==> src/rtl/uart_tx_fifo.sv <==
// uart_tx_fifo: UART transmitter with configurable frame format, internal baud counter
// and a TX FIFO behind a valid/ready handshake; frames are sent back-to-back.
module uart_tx_fifo #(
  parameter int CLKS_PER_BIT = 434,
  parameter int DATA_BITS    = 8,
  parameter int PARITY       = 0,
  parameter int STOP_BITS    = 1,
  parameter int FIFO_DEPTH   = 16,
  localparam int LW          = $clog2(FIFO_DEPTH + 1)
) (
  input  logic                 clk,
  input  logic                 rst_n,
  input  logic [DATA_BITS-1:0] tx_data,
  input  logic                 tx_vld,
  output logic                 tx_rdy,
  output logic                 uart_tx,
  output logic                 busy,
  output logic                 tx_done,
  output logic [LW-1:0]        fifo_level
);
  localparam int CW = $clog2(CLKS_PER_BIT);
  localparam int AW = $clog2(FIFO_DEPTH);
  localparam int BW = $clog2(DATA_BITS);

  if (DATA_BITS < 5 || DATA_BITS > 9 || PARITY < 0 || PARITY > 2 || STOP_BITS < 1 || STOP_BITS > 2) begin : g_bad
    $error("uart_tx_fifo: illegal DATA_BITS/PARITY/STOP_BITS");
  end

  typedef enum logic [2:0] {IDLE, START, DATA, PAR, STOP} state_e;

  state_e               state_q;
  logic [DATA_BITS-1:0] mem_q [FIFO_DEPTH];
  logic [AW-1:0]        wr_q, rd_q;
  logic [LW-1:0]        level_q;
  logic [CW-1:0]        cnt_q;
  logic [BW-1:0]        bit_q;
  logic [DATA_BITS-1:0] sh_q;
  logic                 par_q, tx_q;
  logic                 full, empty, push, pop, bit_end, stop_end;

  assign full     = level_q == LW'(FIFO_DEPTH);
  assign empty    = level_q == '0;
  assign push     = tx_vld && !full;
  assign bit_end  = cnt_q == CW'(CLKS_PER_BIT - 1);
  assign stop_end = state_q == STOP && bit_end && bit_q == BW'(STOP_BITS - 1);
  // The next frame is fetched either from idle or on the very edge that ends the last stop bit.
  assign pop      = !empty && (state_q == IDLE || stop_end);

  always_ff @(posedge clk)
    if (push) mem_q[wr_q] <= tx_data;

  always_ff @(posedge clk) begin
    if (!rst_n) begin
      wr_q    <= '0;
      rd_q    <= '0;
      level_q <= '0;
    end else begin
      if (push) wr_q <= wr_q + AW'(1);
      if (pop) rd_q <= rd_q + AW'(1);
      level_q <= level_q + LW'(push) - LW'(pop);
    end
  end

  always_ff @(posedge clk) begin
    if (!rst_n) begin
      state_q <= IDLE;
      tx_q    <= 1'b1;
      cnt_q   <= '0;
      bit_q   <= '0;
      sh_q    <= '0;
      par_q   <= 1'b0;
    end else begin
      cnt_q <= bit_end ? '0 : cnt_q + CW'(1);
      if (pop) begin
        state_q <= START;
        tx_q    <= 1'b0;
        cnt_q   <= '0;
        sh_q    <= mem_q[rd_q];
        par_q   <= (PARITY == 2) ? ^mem_q[rd_q] : ~^mem_q[rd_q];
      end else begin
        case (state_q)
          IDLE: begin
            tx_q  <= 1'b1;
            cnt_q <= '0;
          end
          START: if (bit_end) begin
            state_q <= DATA;
            tx_q    <= sh_q[0];
            bit_q   <= '0;
          end
          DATA: if (bit_end) begin
            if (bit_q == BW'(DATA_BITS - 1)) begin
              state_q <= (PARITY != 0) ? PAR : STOP;
              tx_q    <= (PARITY != 0) ? par_q : 1'b1;
              bit_q   <= '0;
            end else begin
              bit_q <= bit_q + BW'(1);
              sh_q  <= sh_q >> 1;
              tx_q  <= sh_q[1];
            end
          end
          PAR: if (bit_end) begin
            state_q <= STOP;
            tx_q    <= 1'b1;
            bit_q   <= '0;
          end
          STOP: if (bit_end) begin
            if (bit_q == BW'(STOP_BITS - 1)) begin
              state_q <= IDLE;
              tx_q    <= 1'b1;
            end else begin
              bit_q <= bit_q + BW'(1);
            end
          end
          default: state_q <= IDLE;
        endcase
      end
    end
  end

  assign tx_rdy     = !full;
  assign uart_tx    = tx_q;
  assign busy       = state_q != IDLE || !empty;
  assign tx_done    = stop_end;
  assign fifo_level = level_q;
endmodule

==> config.mk <==
export PLATFORM = sky130hd
export DESIGN_NAME = uart_tx_fifo
export DESIGN_NICKNAME = d
export VERILOG_FILES = /design/src/rtl/uart_tx_fifo.sv
export SDC_FILE = /design/constraint.sdc
export NUM_CORES = 1
export LEC_CHECK = 0
export ABC_AREA = 1
export BUFFER_PORTS_ARGS = -buffer_cell sky130_fd_sc_hd__buf_2
export CAP_MARGIN = 20
export CORE_UTILIZATION = 50
export DETAILED_ROUTE_END_ITERATION = 16
export PLACE_DENSITY = 0.66
export SLEW_MARGIN = 0
export SYNTH_ARGS = -nofsm -noshare
export SYNTH_HDL_FRONTEND = slang
export SYNTH_SLANG_ARGS = --single-unit
==> constraint.sdc <==
create_clock -name clk -period 3.3 [get_ports clk]
set_input_delay 0.33 -clock clk [delete_from_list [all_inputs] [get_ports clk]]
set_output_delay 0.33 -clock clk [all_outputs]
set_load 0.01 [all_outputs]
## Word-level counts from Yosys, hierarchy flattened

Memories as Yosys holds them, arrays and structs flattened. A register that Yosys moved wholly into a read port is not among the register bits.
Index checks and enable logic that the tools add are counted.

| cells by class | value |
|---|---|
| add/subtract/negate cells | 6 |
| bitwise operators | 3 |
| equality and inequality tests | 23 |
| multiplexer cells | 30 |
| reductions and logical operators | 24 |

Operators with widths:

| cell | number |
|---|---|
| 3-bit 2-to-1 mux | 11 |
| 8-bit 2-to-1 mux | 4 |
| 2-bit != test, second input constant | 8 |
| 3-bit != test, second input constant | 5 |
| 3-bit case mux with 5 select lines | 1 |
| 7-bit AND reduction | 2 |
| 6-bit AND reduction | 2 |
| 1-bit 2-to-1 mux | 10 |
| 9-bit by 1-bit adder with 9-bit output, second input constant | 1 |
| 9-bit equality test, second input constant | 1 |
| 3-bit case mux with 3 select lines | 1 |
| 4-bit by 1-bit adder with 4-bit output, second input constant | 2 |
| 4-bit 2-to-1 mux | 2 |
| 3-bit by 2-bit equality test with 1-bit output, second input constant | 2 |
| 3-bit equality test, second input constant | 2 |
| 3-bit logical NOT | 2 |
| 3-bit nonzero test | 2 |
| 6-bit nonzero test | 1 |
| 5-bit by 1-bit adder with 5-bit output | 1 |
| 5-bit equality test, second input constant | 1 |
| 5-bit logical NOT | 1 |
| 1-bit case mux with 5 select lines | 1 |
| 5-bit by 1-bit subtractor with 5-bit output | 1 |
| 1-bit logical AND | 4 |
| other kinds (11) | 18 |

| storage, ports and cells | value |
|---|---|
| output and inout port bits | 9 |
| memory bits (writable) | 128 |
| memories | 1 |
| flip-flop bits (word level) | 37 |

Memories:

| memory | words | bits a word | read ports | clocked after memory_dff | wr ports | RTL line | source |
|---|---|---|---|---|---|---|---|
| mem_q | 16 | 8 | 1 | 1 | 1 | 32 | `logic [DATA_BITS-1:0] mem_q [FIFO_DEPTH];` |

## Logic depth before layout (Yosys ltp)

| logic depth | value |
|---|---|
| depth after elaboration | 7 |
| mapped depth | 17 |
| gate-level depth less buffers | 16 |

## Worst setup path before layout

No wires, ideal clock.

| timing | value |
|---|---|
| path kind | register to register |
| start | reg cnt_q[1] |
| end | reg level_q[4], in the netlist fifo_level[4] |
| buffers on the path | 1 |
| data required time | 3.175 ns |
| stages on the path, launching flop included | 18 |
| arrival | 2.372 ns |
| clock period less this slack | 2.497 ns |
| setup slack | 0.803 ns |
| cells stage by stage | dfxtp_1 -> inv_1 -> ha_1 -> nand2_1 -> inv_1 -> nand2_1 -> nor2_8 -> nand2_4 -> a21oi_4 -> buf_6 -> ha_1 -> inv_1 -> ha_1 -> fa_1 -> a21oi_1 -> o21ai_0 -> o21ai_0 -> a21oi_1 |

| on the way | value |
|---|---|
| longest elaborated chain between the ends | 6 |

Ends and longest elaborated chain:

| element | RTL line | source |
|---|---|---|
| start: declaration | 35 | `logic [CW-1:0] cnt_q;` |
| start signal: assignment | 73 | `cnt_q <= bit_end ? '0 : cnt_q + CW'(1);` |
| 9-bit equality test | 44 | `assign bit_end = cnt_q == CW'(CLKS_PER_BIT - 1);` |
| 1-bit logical AND (2 in a row) | 45 | `assign stop_end = state_q == STOP && bit_end && bit_q == BW'(STOP_BITS - 1);` |
| 1-bit logical OR | 47 | `assign pop = !empty && (state_q == IDLE \|\| stop_end);` |
| 1-bit logical AND | 47 |  |
| via pop | 39 | `logic full, empty, push, pop, bit_end, stop_end;` |
| 5-bit by 1-bit subtractor with 5-bit output | 60 | `level_q <= level_q + LW'(push) - LW'(pop);` |
| end signal: assignment | 60 |  |
| end: declaration | 34 | `logic [LW-1:0] level_q;` |

The timed path passes the listed nets, and every way through them passes these cells.
A chain may end at the register's enable or synchronous reset.

## Worst setup path after layout

| timing | value |
|---|---|
| start | reg cnt_q[1] |
| end | reg level_q[4], in the netlist fifo_level[4] |

| on the way | value |
|---|---|
| longest elaborated chain between the ends | 6 |

Ends and longest elaborated chain:

| element | RTL line |
|---|---|
| 9-bit equality test | 44 |
| 1-bit logical AND (2 in a row) | 45 |
| 1-bit logical OR | 47 |
| 1-bit logical AND | 47 |
| 5-bit by 1-bit subtractor with 5-bit output | 60 |

No other way between the ends.

==> implementation parameters <==
Parameter                              Value

Critical path
  Data arrival time of the worst path ... 2.92 ns
  Worst reg2reg path depth ... 16
  Timing endpoint of the critical path ... fifo_level[4]
  Origin of the critical flop-to-flop path ... cnt_q[1]
  Register-to-register setup slack ... 0.68 ns
  Crit path launch type ... flip-flop
  Beginning of the critical path ... cnt_q[1]
  Worst r2r dst ... fifo_level[4]
  Largest fanout on the critical path ... 4
  Critical Path End Type ... flip-flop
  Data required, critical path ... about 3.6 ns
  Worst Path Class, Setup ... flip-flop to flip-flop

Clocking
  Number of buffers inserted by hold repair at cts ... 0
  Number of setup buffers added after CTS ... 0
  Clk_lat worst skew ... 0.43 ns
  Max clock buf depth ... 2
  Number of cells upsized or downsized after cts ... 0
  Clock tree from TritonCTS ... built
  Number of levels in the clock H-tree ... 4
  Number of buffers created by CTS ... 17
  Reg clk slew, reported paths ... 0.06 ns
  Root buffer cell ... clkbuf_16
  Clk sink count ... between 150 and 200

Logic synthesis
  Syn nets ... ~800
  Area leader, netlist ... edfxtp_1
  Unique masters post-synth ... 39
  Seq/Total Area, Yosys ... 0.618
  Mean post-synth cell area ... just under 10 um2
  Asr flop ratio synth ... 0
  Yosys warning total ... 0
  Flip-flop and latch count after synthesis ... 169
  Cell area after synthesis ... 0.00755 mm2
  Fraction of synthesized cell area taken by the top area cell type ... 0.509
  Gate count of the mapped netlist ... 781
  Most common flop cell mapped by yosys ... edfxtp_1
  Top post-synthesis cells by area ... edfxtp_1, dfxtp_1, nand2_1
  Post-synth EDFFs ... 128

Floorplan
  Overall die height ... 125 um
  Die outline area ... 0.0156 mm2
  Cell Rows ... between 40 and 50
  IO Count ... 20
  Placeable Area ... 0.0146 mm2
  Initial Util ... 0.516
  Die extent in x ... 125 um

Cells and area
  Layout cells sized above 1 ... 0.0916
  Number of antenna repair diodes ... 0
  Layout Area Growth over Synthesis ... 11.4%
  Nets@finish ... 823

Route
  Vias ... 5193
  DR WL met3 ... 754 um
  Number of DRC violations after detailed-routing iteration 0 ... 379
  Drt total wl ... approximately 16000 um
  Vias per cell ... 5.23
  Highest metal layer with signal wires ... met4
  Length of the first detailed-routing pass in iterations ... 5
  Wire length the detailed router placed on met1 ... ~7000 um
  Met2 wire length ... a little over 8000 um
  Detailed-route wire length per cell ... 16.2 um
  Remaining routing DRC violations ... 0
  Detail Route Antenna Nets ... 0

Timing
  FMAX ... approximately 380 MHz
  Clock skew after layout ... 0.00705 ns
  Part of the cycle the worst path needs ... 0.793
  Worst Max-Slew Pin Slew ... approximately 0.85 ns
  Final worst path period need ... 2.62 ns
  Total negative slack for setup checks ... 0 ns
  Max-slew violation count ... 0
  Headroom to the max-slew limit ... 0.431
  Setup repair after global routing missed its margin ... no
  Setup Viol. Count Final ... 0
  Final hold violations ... 0

Global route
  Maximum number of pins on one net before global-route repair ... 65
  Total routing resource utilization after global routing ... 0.220
  Number of global-route vias before repair ... 5020
  Global route total overflow ... 0
  First-pass GRT wire length ... 25900 um
  Initial antenna violation count ... 0

Power
  Power per cell area ... slightly below 800 mW/mm2
  Peak VDD IR ... 0.000466 V
  Final Total Pwr ... 6.68 mW
  Leak ... 3.53 nW

Placement
  Routability Congestion ... between 0.8 and 0.9
  Total half-perimeter wirelength after legalization and detailed placement ... 10300 um
  IO Port Bufs ... 19

Min path
  Critical hold path startpoint ... rst_n
  Tightest Hold Check Type ... input pin to flip-flop

Run
  Max-Cap Viols ... 0

Outcome
  Status ... completed
==> cell usage after synthesis (4+ instances only) <==
library cell	count
xnor2_1	4
nor3_1	4
a21oi_1	24
ha_1	16
a21oi_2	4
edfxtp_1	128
nor2_1	37
buf_2	14
dfxtp_1	41
nand3_1	119
clkbuf_1	12
inv_1	129
nand2_1	194
o21ai_0	14
==> power breakdown <==
part / total [mW] / leakage [nW] / internal, mW / switching, mW
clock network: 2.05 / 0.290 / 1.25 / 0.795
registers: 2.56 / 1.49 / 2.46 / 0.104
logic: 2.07 / 1.74 / 0.676 / 1.40
total: 6.68 / 3.53 / 4.38 / 2.29
==> sequential cells by signal, summed over array words and instances (netlist names), named ones only <==
| signal | cells |
|---|---|
| bit_q | 3 |
| fifo_level | 5 |
| wr_q | 4 |
| mem_q | 128 |
| state_q | 3 |
| uart_tx | 1 |
| cnt_q | 9 |
| sh_q | 8 |
| rd_q | 4 |
==> layer usage <==
layer / track usage / vias up
met5: 0 / -
met3: 0.0395 / 25
met4: 0.0875 / 0
met1: 0.274 / 2479
met2: 0.379 / 123
li1: - / 2566
==> kinds of logic after synthesis <==
| group | after synthesis | synth area share |
|---|---|---|
| DFF | 169 | 0.618 |
| buffers and inverters | 162 | 0.0860 |
| xor gates and xnor gates | 6 | 0.00696 |
| AOI/OAI and AO/OA | 57 | 0.0447 |
| and+or+nand+nor | 370 | 0.215 |
| adders and majority gates | 17 | 0.0292 |
==> placed cells by master (no fill, tap or decap), types with 3 or more instances in the layout <==
cell type    n
a211oi_1     3
a21oi_1     24
a21oi_2      4
buf_2       19
buf_4        4
bufinv_16    4
clkbuf_16   17
clkinv_1     5
clkinv_4     3
dfxtp_1     40
edfxtp_1   128
ha_1        16
inv_1      129
nand2_1    194
nand2_2      3
nand3_1    119
nand3_2      3
nor2_1      37
nor3_1       4
o21ai_0     14
o21ai_1      3
xnor2_1      4
==> through the flow <==
stage	instance area [um2]	cells	setup slack, ns	utilization	hold slack [ns]
after floorplan	7550	781	0.803	-	0.429
after global placement	7750	958	0.838	0.530	0.449
after detailed placement	7780	959	0.703	0.531	0.457
after CTS	8390	991	0.696	0.573	0.207
after global routing	8410	992	0.499	0.574	0.214
final	8410	992	0.683	0.574	0.211
==> worst max-delay path, stage by stage (launching register included) <==
cell and delay, ns:
dfxtp_1 0.35, inv_1 0.05, ha_1 0.17, nand2_1 0.07
inv_1 0.04, nand2_1 0.15, nor2_8 0.06, nand2_4 0.09
a21oi_4 0.06, ha_1 0.28, inv_1 0.04, ha_1 0.19
fa_1 0.42, a21oi_1 0.16, o21ai_0 0.11, o21ai_0 0.18
a21oi_1 0.06
==> cell type report <==
cell class / count / area [um2]
Fill cell: 1212 / 6230
Sequential cell: 169 / 4670
Multi-Input combinational cell: 450 / 2240
Inverter: 132 / 497
Clock buffer: 17 / 425
Tap cell: 184 / 230
Clock inverter: 15 / 183
Timing Repair Buffer: 25 / 173
==> worst min-delay path by stage <==
| stage | end | slack [ns] | depth (start not counted) |
|---|---|---|---|
| 2_1_floorplan | mem_q[0][0] | 0.43 | 0 |
| 3_3_place_gp | cnt_q[0] | 0.45 | 1 |
| 3_5_place_dp | cnt_q[0] | 0.46 | 1 |
| 4_1_cts | uart_tx | 0.21 | 2 |
| 5_1_grt | uart_tx | 0.21 | 2 |
| 6_report | uart_tx | 0.21 | 2 |
Note: power is estimated with default switching activity, not from simulation.
